$ cat config.mk
export PLATFORM = sky130hd
export DESIGN_NAME = lfsr_prng_gen_flat
export DESIGN_NICKNAME = d
export VERILOG_FILES = /design/src/rtl/lfsr_prng_gen_if.sv /design/src/rtl/lfsr_prng_gen.sv /design/src/flat_wrapper.sv
export SDC_FILE = /design/constraint.sdc
export NUM_CORES = 1
export LEC_CHECK = 0
export ABC_AREA = 1
export CAP_MARGIN = 20
export CORE_MARGIN = 2
export CORE_UTILIZATION = 60
export CTS_BUF_LIST = sky130_fd_sc_hd__clkbuf_8
export DETAILED_ROUTE_END_ITERATION = 8
export GPL_TIMING_DRIVEN = 1
export MAX_ROUTING_LAYER = met4
export PLACE_DENSITY = 0.93
export SETUP_SLACK_MARGIN = 0.02
export SLEW_MARGIN = 25
export SYNTH_ARGS = -nofsm -noshare
export SYNTH_HDL_FRONTEND = slang
export SYNTH_SLANG_ARGS = --single-unit
export TNS_END_PERCENT = 10
$ cat constraint.sdc
create_clock -name clock_i -period 3.48 [get_ports clock_i]
set_clock_uncertainty 0.05 [all_clocks]
set_input_delay 0.696 -clock clock_i [delete_from_list [all_inputs] [get_ports clock_i]]
set_output_delay 0.696 -clock clock_i [all_outputs]
set_load 0.01 [all_outputs]
$ cat src/rtl/lfsr_prng_gen_if.sv
// Handshake/bus bundle between the LFSR generator and its consumer.
// The consumer side (master) drives the advance/reseed controls; the generator
// side (slave) returns the registered result, status flags and period length.
interface lfsr_prng_gen_if #(
    parameter int unsigned WIDTH = 16
) ();
    logic             enable_i;
    logic             ready_i;
    logic             load_i;
    logic [WIDTH-1:0] seed_i;
    logic             valid_o;
    logic [WIDTH-1:0] result_o;
    logic             lockup_o;
    logic             period_o;
    logic [WIDTH-1:0] period_len_o;

    modport master (
        output enable_i, ready_i, load_i, seed_i,
        input  valid_o, result_o, lockup_o, period_o, period_len_o
    );

    modport slave (
        input  enable_i, ready_i, load_i, seed_i,
        output valid_o, result_o, lockup_o, period_o, period_len_o
    );
endinterface

$ cat src/rtl/lfsr_prng_gen.sv
// Parametrised LFSR pseudo-random generator (Fibonacci or Galois form) with
// run-time reseed, zero-lockup protection, valid/ready output handshake and
// a period-length counter measured against the most recent (re)seed value.
module lfsr_prng_gen #(
    parameter int unsigned      WIDTH = 16,
    parameter logic [WIDTH-1:0] TAPS  = 16'hB400,
    parameter logic [WIDTH-1:0] SEED  = 16'h0001,
    parameter bit               MODE  = 1'b1,
    parameter int unsigned      STEPS = 1
) (
    input  logic           clock_i,
    input  logic           reset_i,
    lfsr_prng_gen_if.slave prng
);

    localparam logic [WIDTH-1:0] ONE       = {{(WIDTH-1){1'b0}}, 1'b1};
    localparam logic             SEED_ZERO = (SEED == {WIDTH{1'b0}});
    // An all-zero state would lock the register up, so it is replaced by 1.
    localparam logic [WIDTH-1:0] SEED_FIX  = SEED_ZERO ? ONE : SEED;

    // RESET: held while reset_i is high; the following edge enters RUN.
    // PRIME: the single cycle after a reseed in which the result is not valid.
    typedef enum logic [1:0] {
        ST_RESET = 2'd0,
        ST_PRIME = 2'd1,
        ST_RUN   = 2'd2
    } fsm_t;

    fsm_t             r_fsm;
    logic [WIDTH-1:0] r_state;
    logic [WIDTH-1:0] r_ref;
    logic [WIDTH-1:0] r_count;
    logic [WIDTH-1:0] r_period_len;
    logic             r_valid;
    logic             r_lockup;
    logic             r_period;

    logic [WIDTH-1:0] w_stepped;
    logic [WIDTH-1:0] w_seed_fix;
    logic             w_seed_zero;
    logic             w_advance;
    logic             w_count_sat;
    logic             w_ref_hit;
    logic [WIDTH-1:0] w_count_inc;

    // Even/odd parity of the tapped stages (Fibonacci feedback bit).
    function automatic logic fb_parity(input logic [WIDTH-1:0] v);
        return ^v;
    endfunction

    // One LFSR shift in the configured form.
    function automatic logic [WIDTH-1:0] lfsr_step(input logic [WIDTH-1:0] s);
        logic [WIDTH-1:0] n;
        if (MODE == 1'b1) begin
            if (s[0] == 1'b1) begin
                n = (s >> 1) ^ TAPS;
            end else begin
                n = s >> 1;
            end
        end else begin
            n = {s[WIDTH-2:0], fb_parity(s & TAPS)};
        end
        return n;
    endfunction

    // STEPS single shifts chained combinationally, plus advance/period decode.
    always_comb begin
        w_stepped = r_state;
        for (int unsigned i = 0; i < STEPS; i++) begin
            w_stepped = lfsr_step(w_stepped);
        end
        w_seed_zero = (prng.seed_i == {WIDTH{1'b0}});
        if (w_seed_zero) begin
            w_seed_fix = ONE;
        end else begin
            w_seed_fix = prng.seed_i;
        end
        w_advance   = prng.enable_i & r_valid & prng.ready_i & ~prng.load_i;
        w_count_sat = &r_count;
        w_ref_hit   = (w_stepped == r_ref);
        w_count_inc = r_count + ONE;
    end

    // Control FSM, LFSR state, period tracking and registered outputs.
    always_ff @(posedge clock_i) begin
        if (reset_i) begin
            r_fsm        <= ST_RESET;
            r_state      <= SEED_FIX;
            r_ref        <= SEED_FIX;
            r_count      <= {WIDTH{1'b0}};
            r_period_len <= {WIDTH{1'b0}};
            r_valid      <= 1'b0;
            r_lockup     <= SEED_ZERO;
            r_period     <= 1'b0;
        end else begin
            r_period <= 1'b0;
            if (prng.load_i) begin
                // Reseed wins over advance and restarts period measurement.
                r_fsm   <= ST_PRIME;
                r_state <= w_seed_fix;
                r_ref   <= w_seed_fix;
                r_count <= {WIDTH{1'b0}};
                r_valid <= 1'b0;
                if (w_seed_zero) begin
                    r_lockup <= 1'b1;
                end else begin
                    r_lockup <= r_lockup;
                end
            end else begin
                case (r_fsm)
                    ST_RESET, ST_PRIME, ST_RUN: begin
                        r_fsm   <= ST_RUN;
                        r_valid <= 1'b1;
                    end
                    default: begin
                        r_fsm   <= ST_RESET;
                        r_valid <= 1'b0;
                    end
                endcase
                if (w_advance) begin
                    r_state <= w_stepped;
                    if (w_count_sat) begin
                        // Saturated count is meaningless: no pulse, just restart.
                        if (w_ref_hit) begin
                            r_count <= {WIDTH{1'b0}};
                        end else begin
                            r_count <= r_count;
                        end
                    end else if (w_ref_hit) begin
                        r_period     <= 1'b1;
                        r_period_len <= w_count_inc;
                        r_count      <= {WIDTH{1'b0}};
                    end else begin
                        r_count <= w_count_inc;
                    end
                end else begin
                    r_state <= r_state;
                    r_count <= r_count;
                end
            end
        end
    end

    assign prng.valid_o      = r_valid;
    assign prng.result_o     = r_state;
    assign prng.lockup_o     = r_lockup;
    assign prng.period_o     = r_period;
    assign prng.period_len_o = r_period_len;

endmodule

$ cat src/flat_wrapper.sv
// flat-port wrapper written by rule: the top's interface ports become plain ports
module lfsr_prng_gen_flat 
#(
    parameter int unsigned      WIDTH = 16,
    parameter logic [WIDTH-1:0] TAPS  = 16'hB400,
    parameter logic [WIDTH-1:0] SEED  = 16'h0001,
    parameter bit               MODE  = 1'b1,
    parameter int unsigned      STEPS = 1
)
  (clock_i, reset_i, prng_enable_i, prng_ready_i, prng_load_i, prng_seed_i, prng_valid_o, prng_result_o, prng_lockup_o, prng_period_o, prng_period_len_o);
  lfsr_prng_gen_if #(.WIDTH(WIDTH)) prng_i ();
  input  logic clock_i;
  input  logic reset_i;
  input wire logic [$bits(prng_i.enable_i)-1:0] prng_enable_i;
  input wire logic [$bits(prng_i.ready_i)-1:0] prng_ready_i;
  input wire logic [$bits(prng_i.load_i)-1:0] prng_load_i;
  input wire logic [$bits(prng_i.seed_i)-1:0] prng_seed_i;
  output wire logic [$bits(prng_i.valid_o)-1:0] prng_valid_o;
  output wire logic [$bits(prng_i.result_o)-1:0] prng_result_o;
  output wire logic [$bits(prng_i.lockup_o)-1:0] prng_lockup_o;
  output wire logic [$bits(prng_i.period_o)-1:0] prng_period_o;
  output wire logic [$bits(prng_i.period_len_o)-1:0] prng_period_len_o;
  assign prng_i.enable_i = prng_enable_i;
  assign prng_i.ready_i = prng_ready_i;
  assign prng_i.load_i = prng_load_i;
  assign prng_i.seed_i = prng_seed_i;
  assign prng_valid_o = prng_i.valid_o;
  assign prng_result_o = prng_i.result_o;
  assign prng_lockup_o = prng_i.lockup_o;
  assign prng_period_o = prng_i.period_o;
  assign prng_period_len_o = prng_i.period_len_o;
  lfsr_prng_gen #(.WIDTH(WIDTH), .TAPS(TAPS), .SEED(SEED), .MODE(MODE), .STEPS(STEPS)) u_core (.clock_i(clock_i), .reset_i(reset_i), .prng(prng_i));
endmodule
Word-level counts from Yosys, hierarchy flattened. Cells that the tools add are included.

Add/subtract/negate cells: 1. Eq/ne operators: 4. Muxes and demuxes: 11. Bitwise gates (word level): 7. Reductions and logical operators: 10.

Operators with widths (number): $mux W16 (7); $add A16 B1 Y16 const B (1); $eq A16 B16 Y1 (1); $logic_not A16 Y1 (1); $reduce_and A16 Y1 (1); $not A3 Y4 (1); $reduce_and A2 Y1 (2); $reduce_and A4 Y1 (1); $reduce_or A4 Y1 (1); $and A1 B1 Y1 (3); $mux W1 (3); $not A1 Y1 (3); $reduce_or A3 Y1 (1); $eq A2 B1 Y1 const B (1); $eq A2 B2 Y1 const B (1); $logic_not A2 Y1 (1); $mux W2 (1); $ne A2 B2 Y1 const B (1); $reduce_bool A2 Y1 (1); $reduce_or A2 Y1 (1).

Flip-flop bits (word level): 69. Bits of input ports: 21. Output and inout port bits: 35.

Longest topological paths before layout. Gate-level depths: netlist of run 1.

Word-level depth: 5. Gate-level depth with buffers: 13.

Worst setup path before layout of run 1. Ideal clock, no wire load.

Path kind: input to register. From: input port prng_ready_i. To: register u_core.r_count[0]. Setup time: 0.114 ns. Data arrival time: 1.706 ns. Setup slack: 1.610 ns. Stages on the path: 7. Buffers on the path: 2. Path through: nand3_1 nor2_2 buf_2 nand3_2 buf_6 a21oi_1 nor2_1.

Cells in the longest elaborated chain, start to end: 3.

RTL lines: from (decl) (RTL line flat_wrapper.sv:15) `input wire logic [$bits(prng_i.ready_i)-1:0] prng_ready_i;`; $and A1 B1 Y1 (2 in a row) (RTL line lfsr_prng_gen.sv:78) `w_advance = prng.enable_i & r_valid & prng.ready_i & ~prng.load_i;`; $reduce_and A2 Y1 (no source line); to (signal assigned) (RTL line lfsr_prng_gen.sv:90) `r_count <= {WIDTH{1'b0}};`; to (signal assigned) (RTL line lfsr_prng_gen.sv:102) `r_count <= {WIDTH{1'b0}};`; to (signal assigned) (RTL line lfsr_prng_gen.sv:125) `r_count <= {WIDTH{1'b0}};`; to (decl) (RTL line lfsr_prng_gen.sv:32) `logic [WIDTH-1:0] r_count;`.

No other way between the ends. A chain may end at the register's enable or synchronous reset.

Final worst setup path of run 1.
From: register u_core.r_state[0] (netlist: u_core.prng.result_o[0]). To: output port prng_result_o[0].

RTL lines: from (decl) (RTL line lfsr_prng_gen.sv:30) `logic [WIDTH-1:0] r_state;`; from (signal assigned) (RTL line lfsr_prng_gen.sv:100) `r_state <= w_seed_fix;`; from (signal assigned) (RTL line lfsr_prng_gen.sv:121) `r_state <= w_stepped;`; from (signal assigned) (RTL line lfsr_prng_gen.sv:137) `r_state <= r_state;`; to (decl) (RTL line flat_wrapper.sv:19) `output wire logic [$bits(prng_i.result_o)-1:0] prng_result_o;`.

No word-level cell between the ends.

==> results of run 1 <==
-- stage by stage --
step / hold WS, ns / cell area, sq um / util, % / cells / setup slack, ns
after floorplan: 0.382 / 3490 / - / 501 / 1.61
after global placement: 0.390 / 4030 / 72.3 / 612 / 0.939
after detailed placement: 0.404 / 4030 / 72.3 / 612 / 0.876
after CTS: 0.424 / 4260 / 76.4 / 628 / 1.15
after global routing: 0.449 / 4260 / 76.4 / 628 / 1.01
final: 0.421 / 4260 / 76.4 / 628 / 1.14
-- metal layers --
metal  routed length (um)  share of wire [%]  vias up
met4                  244                2.7        0
met5                    0                  0        -
li1                     -                  -     1713
met3                  615                6.8       25
met2                 4470                 50      164
met1                 3660                 41     1634
-- power groups by stage --
stage	Sequential, mW	Combinational, mW	Clock (mW)
2_1_floorplan	0.844	0.114	0
3_3_place_gp	0.844	0.187	0
3_5_place_dp	0.845	0.193	0
4_1_cts	0.827	0.195	0.736
5_1_grt	0.831	0.216	0.769
6_report	0.828	0.197	0.742
-- synthesized netlist by cell type, drive strengths merged --
cell / count / area share, %
nand3b: 2 / 0.79
nor2: 58 / 7.3
nor3: 4 / 0.57
o22ai: 13 / 2.3
xnor2: 6 / 1.5
nand4: 6 / 1.5
clkinv: 1 / 0.11
buf: 13 / 2.9
a21oi: 25 / 3.6
nor4: 2 / 0.36
nand2: 147 / 17
nand3: 54 / 8.2
ha: 1 / 0.36
xor2: 12 / 3.0
nor3b: 1 / 0.22
clkbuf: 6 / 0.64
inv: 62 / 6.8
a31oi: 12 / 2.1
a221oi: 1 / 0.25
dfxtp: 68 / 39
o211ai: 7 / 1.5
-- flip-flops by register name, indices dropped and copies added, names as in the netlist --
| name | count |
|---|---|
| u_core.r_count | 16 |
| u_core.r_fsm | 2 |
| u_core.prng.period_o | 1 |
| u_core.prng.result_o | 16 |
| u_core.prng.lockup_o | 1 |
| u_core.prng.period_len_o | 16 |
| u_core.r_ref | 16 |
-- kinds of logic (layout without fill, tap and decap cells) --
kind of cell,count (synthesis),in the layout,share of synthesized area [%]
and+or+nand+nor,274,274,35.9
buffers and inverters,82,137,10.5
DFF,68,68,39.0
AOI/OAI and AO/OA,58,58,9.82
xor gates and xnor gates,18,18,4.51
adders and majority gates,1,1,0.358
-- final timing paths --
kind                           startpoint                   end  depth (start not counted)  slack, ns
setup reg to reg  u_core.prng.result_o[0]    u_core.r_count[14]                          9       1.23
hold reg to reg      u_core.prng.lockup_o  u_core.prng.lockup_o                          2       0.42
setup / recovery  u_core.prng.result_o[0]      prng_result_o[0]                          1       1.14
hold / removal       u_core.prng.lockup_o  u_core.prng.lockup_o                          2       0.42
-- worst min-delay path: cells and delay by family, from the launching register on --
family / cells / cell delay, ns
AOI/OAI and AO/OA: 1 / 0.06
buffers and inverters: 1 / 0.05
DFF: 1 / 0.31
-- layout by cell type (no fill, tap or decap), drive strengths merged --
master         instances
clkinv                 3
o211ai                 7
clkinvlp               1
bufinv                 2
xor2                  12
nor4                   2
nand3b                 2
nor3                   4
a221oi                 1
o22ai                 13
nand3                 54
buf                    3
ha                     1
dfxtp                 68
clkbuf                10
inv                   63
nor2                  58
nand4                  6
clkdlybuf4s50         55
a31oi                 12
nor3b                  1
nand2                147
xnor2                  6
a21oi                 25
-- cell type report --
| class | count | area share (%) |
|---|---|---|
| flip-flops and latches | 68 | 32.0 |
| multi-input cells | 351 | 41.5 |
| inverters | 63 | 5.67 |
| clock buffers | 10 | 3.23 |
| repair buffers | 58 | 13.5 |
| well taps | 72 | 2.12 |
| clock inverters | 6 | 2.09 |
==> impl_metrics.py, run 1 <==
metrics = {
    "yosys": {
        "synth.distinct_cells": 33,
        "netlist_area_sq_um": 3490,
        "ys_seq_area_share_pct": 39.0,
        "synth_nets": 523,
        "syn_area_per_cell_sq_um": 6.97,
        "synthCells": 501,
        "yosysWarningCount": 0,
        "synth_seq_cells": 68,
    },
    "timing": {
        "rsz0062_at_grt": "false",
        "max_clock_freq_mhz": 427,
        "setup_violations": 0,
        "tightest_slew_ns": 0.600,
        "maxSlewViolCount": 0,
        "tns_ns": 0,
        "finalHoldViolCount": 0,
        "finalCritPeriodShare_pct": 67.4,
        "max-slew-margin-rel_pct": 59.9,
        "finalCriticalPeriod_ns": 2.34,
    },
    "grt": {
        "grt_overflow": 0,
        "grt.met3_usage_pct": 5.17,
        "met1_usage_pct": 34.2,
        "antenna_found_initial": 0,
        "grt_pass1_wl_mm": 15.0,
        "grt_max_degree": 34,
        "track_usage_pct": 30.6,
        "grt_pass1_vias": 3375,
        "grt-busiest-layer": "met2",
        "met2_usage_pct": 53.7,
    },
    "layout": {
        "fillers": 426,
        "nNetsFinal": 573,
        "diodes": 0,
        "final_layout_size_suffix_gt1_share_pct": 7.73,
        "regArea_sq_um": 1360,
        "multi_input_area_sq_um": 1770,
        "areaGrowthSynthToFinish_pct": 21.9,
    },
    "cts": {
        "cts.reportedPaths.clkPinSlew_ns": 0.08,
        "post_cts_resize_count": 0,
        "post_cts_buffers": 0,
        "cts_max_level": 3,
        "holdBufCountCts": 0,
        "clk_latency_ns": 0.35,
        "cts.sinks": 68,
        "cts-root-buf": "clkbuf_8",
        "cts_tree": "yes",
        "numCtsBuffers": 9,
        "cts_buffer_depth": 2,
    },
    "worst_setup_path": {
        "critPathArrivalTime_ns": 1.60,
        "cp_slowest_cell": "clkdlybuf4s50_1",
        "slowest_delay_ns": 0.63,
        "crit_path_end_kind": "output pin",
        "path_class": "reg -> out",
        "cp_top_family": "buffers and inverters",
        "critPathRequiredTime_ns": 2.73,
        "crit_chain": "clkdlybuf4s50_1",
        "worstPathBufferInverterCount": 1,
        "startpoint_type": "flip-flop",
        "path_max_fanout": 9,
    },
    "power_and_ir_drop": {
        "power.static_leakage_nw": 1.77,
        "p_comb_share_pct": 11.2,
        "ir_drop_v": 0.000280,
        "power.share.clock_pct": 42.0,
        "swShare_pct": 25.9,
        "power_density_nw_per_um2": 415,
        "p_switching_mw": 0.457,
        "p_int_mw": 1.31,
        "power_mw": 1.77,
        "seqPwrFrac_pct": 46.8,
    },
    "route": {
        "post_drt_via_cell_ratio": 5.63,
        "post-route-drc-count": 0,
        "vias": 3536,
        "drt-initial-drc-count": 209,
        "ant_nets": 0,
        "wire_per_inst_um": 14.3,
        "drt_wl_total_mm": 9.00,
        "first_pass_iters": 5,
    },
    "placement": {
        "gp_congestion": 0.914,
        "hpwlAfterDp_mm": 6.10,
        "io_buffer_count": 55,
    },
    "die": {
        "start_util_pct": 62.6,
        "rows": 27,
        "die_w_um": 80.3,
        "core_sq_um": 5570,
        "io_pins": 56,
        "dieArea_sq_um": 6450,
        "die_h_um": 80.3,
    },
    "min_path": {
        "hp-class": "reg -> reg",
    },
    "run": {
        "maxCapViolations": 0,
    },
    "outcome": {
        "run_status": "complete, no violations",
    },
}
Note: power is estimated with default switching activity, not from simulation.
==> run 2: changes to the inputs <==
CORE_UTILIZATION = 50   (was 60)
PLACE_DENSITY = 0.83   (was 0.93)
clock period = 2 ns   (was 3.48 ns; I/O delays follow)
==> impl_metrics.py, run 2 (synthesized netlist as in run 1, its figures left out) <==
metrics = {
    "die": {
        "core_sq_um": 6790,
        "die_h_um": 87.6,
        "start_util_pct": 51.4,
        "rows": 30,
        "die_w_um": 87.6,
        "io_pins": 56,
        "dieArea_sq_um": 7670,
    },
    "route": {
        "wire_per_inst_um": 13.0,
        "post-route-drc-count": 0,
        "ant_nets": 0,
        "first_pass_iters": 5,
        "drt-initial-drc-count": 192,
        "drt_wl_total_mm": 8.67,
        "post_drt_via_cell_ratio": 5.17,
        "vias": 3436,
    },
    "timing": {
        "finalHoldViolCount": 0,
        "setup_violations": 0,
        "tightest_slew_ns": 0.470,
        "max_clock_freq_mhz": 540,
        "maxSlewViolCount": 0,
        "max-slew-margin-rel_pct": 68.5,
        "rsz0062_at_grt": "true",
        "finalCriticalPeriod_ns": 1.85,
        "tns_ns": 0,
        "finalCritPeriodShare_pct": 92.6,
    },
    "worst_setup_path": {
        "cp_top_family": "buffers and inverters",
        "crit_path_end_kind": "output pin",
        "critPathRequiredTime_ns": 1.55,
        "crit_chain": "clkdlybuf4s50_1",
        "path_max_fanout": 9,
        "slowest_delay_ns": 0.59,
        "worstPathBufferInverterCount": 1,
        "cp_slowest_cell": "clkdlybuf4s50_1",
        "path_class": "reg -> out",
        "critPathArrivalTime_ns": 1.40,
        "startpoint_type": "flip-flop",
    },
    "cts": {
        "cts_buffer_depth": 2,
        "cts_max_level": 3,
        "cts.reportedPaths.clkPinSlew_ns": 0.07,
        "cts.sinks": 68,
        "numCtsBuffers": 9,
        "cts-root-buf": "clkbuf_8",
        "holdBufCountCts": 0,
        "clk_latency_ns": 0.35,
        "cts_tree": "yes",
    },
    "grt": {
        "antenna_found_initial": 0,
        "grt_overflow": 0,
        "grt_pass1_wl_mm": 14.6,
        "track_usage_pct": 25.0,
        "grt_max_degree": 29,
        "grt_pass1_vias": 3289,
    },
    "layout": {
        "fillers": 593,
        "multi_input_area_sq_um": 1770,
        "final_common_cell": "nand2_1",
        "final_layout_size_suffix_gt1_share_pct": 10.2,
        "areaGrowthSynthToFinish_pct": 25.2,
        "final_cell_mix": "nand2_1 (137), dfxtp_1 (67), inv_1 (59)",
        "regArea_sq_um": 1360,
        "nNetsFinal": 586,
        "diodes": 0,
        "fin_util_pct": 64.4,
        "fin_area_sq_um": 4370,
    },
    "placement": {
        "place_area_sq_um": 4170,
        "hpwlAfterDp_mm": 6.09,
        "gp_congestion": 0.897,
        "io_buffer_count": 55,
    },
    "power_and_ir_drop": {
        "power.share.clock_pct": 36.6,
        "p_comb_share_pct": 12.5,
        "seqPwrFrac_pct": 50.9,
        "swShare_pct": 28.1,
        "ir_drop_v": 0.000345,
        "p_switching_mw": 0.796,
        "power_density_nw_per_um2": 648,
        "p_int_mw": 2.04,
        "power.static_leakage_nw": 1.82,
    },
    "outcome": {
        "run_status": "complete, no violations",
    },
    "min_path": {
        "hp-class": "reg -> reg",
    },
    "run": {
        "maxCapViolations": 0,
    },
}
[run 2: cell count changes in the layout (fill, tap and decap cells not counted), sizes merged]
cell      delta
buf         +13
bufinv       -2
clkinv       +1
clkinvlp     +1
[run 2: worst register-to-register path, stage by stage (launching register included)]
cell     delay, ns
dfxtp_1       0.36
ha_1          0.21
nand3_2       0.13
nor2_4        0.19
nand2_4       0.09
nor2_4        0.11
nand2_2       0.10
nand2_4       0.09
buf_6         0.17
nand3_1       0.09
a21oi_1       0.15
[run 2: timing repair]
item | in CTS | in global routing
setup endpoints to repair | 1 | 17
pin swaps | 0 | 1
gates resized for setup | 1 | 2
buffers inserted | 0 | 2
[run 2: path summary, 6_finish.rpt]
path / startpoint / endpoint / slack [ns] / cells past startpoint
hold reg to reg: u_core.r_fsm[0] / u_core.r_fsm[1] / 0.42 / 3
setup / recovery: u_core.prng.result_o[0] / prng_result_o[0] / 0.15 / 1
setup reg to reg: u_core.r_count[0] / u_core.r_count[13] / 0.20 / 10
hold / removal: u_core.r_fsm[0] / u_core.r_fsm[1] / 0.42 / 3
[run 2: power by group through the flow]
stage	registers [mW]	clock network [mW]	logic (mW)
floorplan	1.47	0	0.199
CTS	1.44	1.06	0.354
detailed placement	1.47	0	0.350
global placement	1.47	0	0.342
global route	1.45	1.11	0.394
finish	1.44	1.04	0.354
[run 2: area by class of cell]
cell class | instances | area share (%)
Timing Repair Buffer | 71 | 16.0
Inverter | 63 | 5.52
Clock inverter | 6 | 0.887
Multi-Input combinational cell | 351 | 40.5
Sequential cell | 68 | 31.2
Clock buffer | 10 | 3.15
Tap cell | 96 | 2.75
[run 2: per-layer routing]
metal  wire length (um)  vias up  share of wire [%]  GRT usage [%]
li1                   -     1739                  -              -
met1               3650     1543                 42           29.0
met2               4360      139                 50           41.8
met3                533       15                6.1           5.84
met4                135        0                1.6           9.79
met5                  0        -                  0              -
[run 2: metrics by stage]
stage | hold slack (ns) | power [mW] | std cells | setup WS (ns)
3_3_place_gp | 0.391 | 1.81 | 647 | -0.0911
2_1_floorplan | 0.382 | 1.67 | 501 | 0.343
6_report | 0.419 | 2.83 | 665 | 0.148
5_1_grt | 0.442 | 2.96 | 665 | -0.00143
3_5_place_dp | 0.408 | 1.82 | 647 | -0.143
4_1_cts | 0.427 | 2.86 | 663 | 0.123
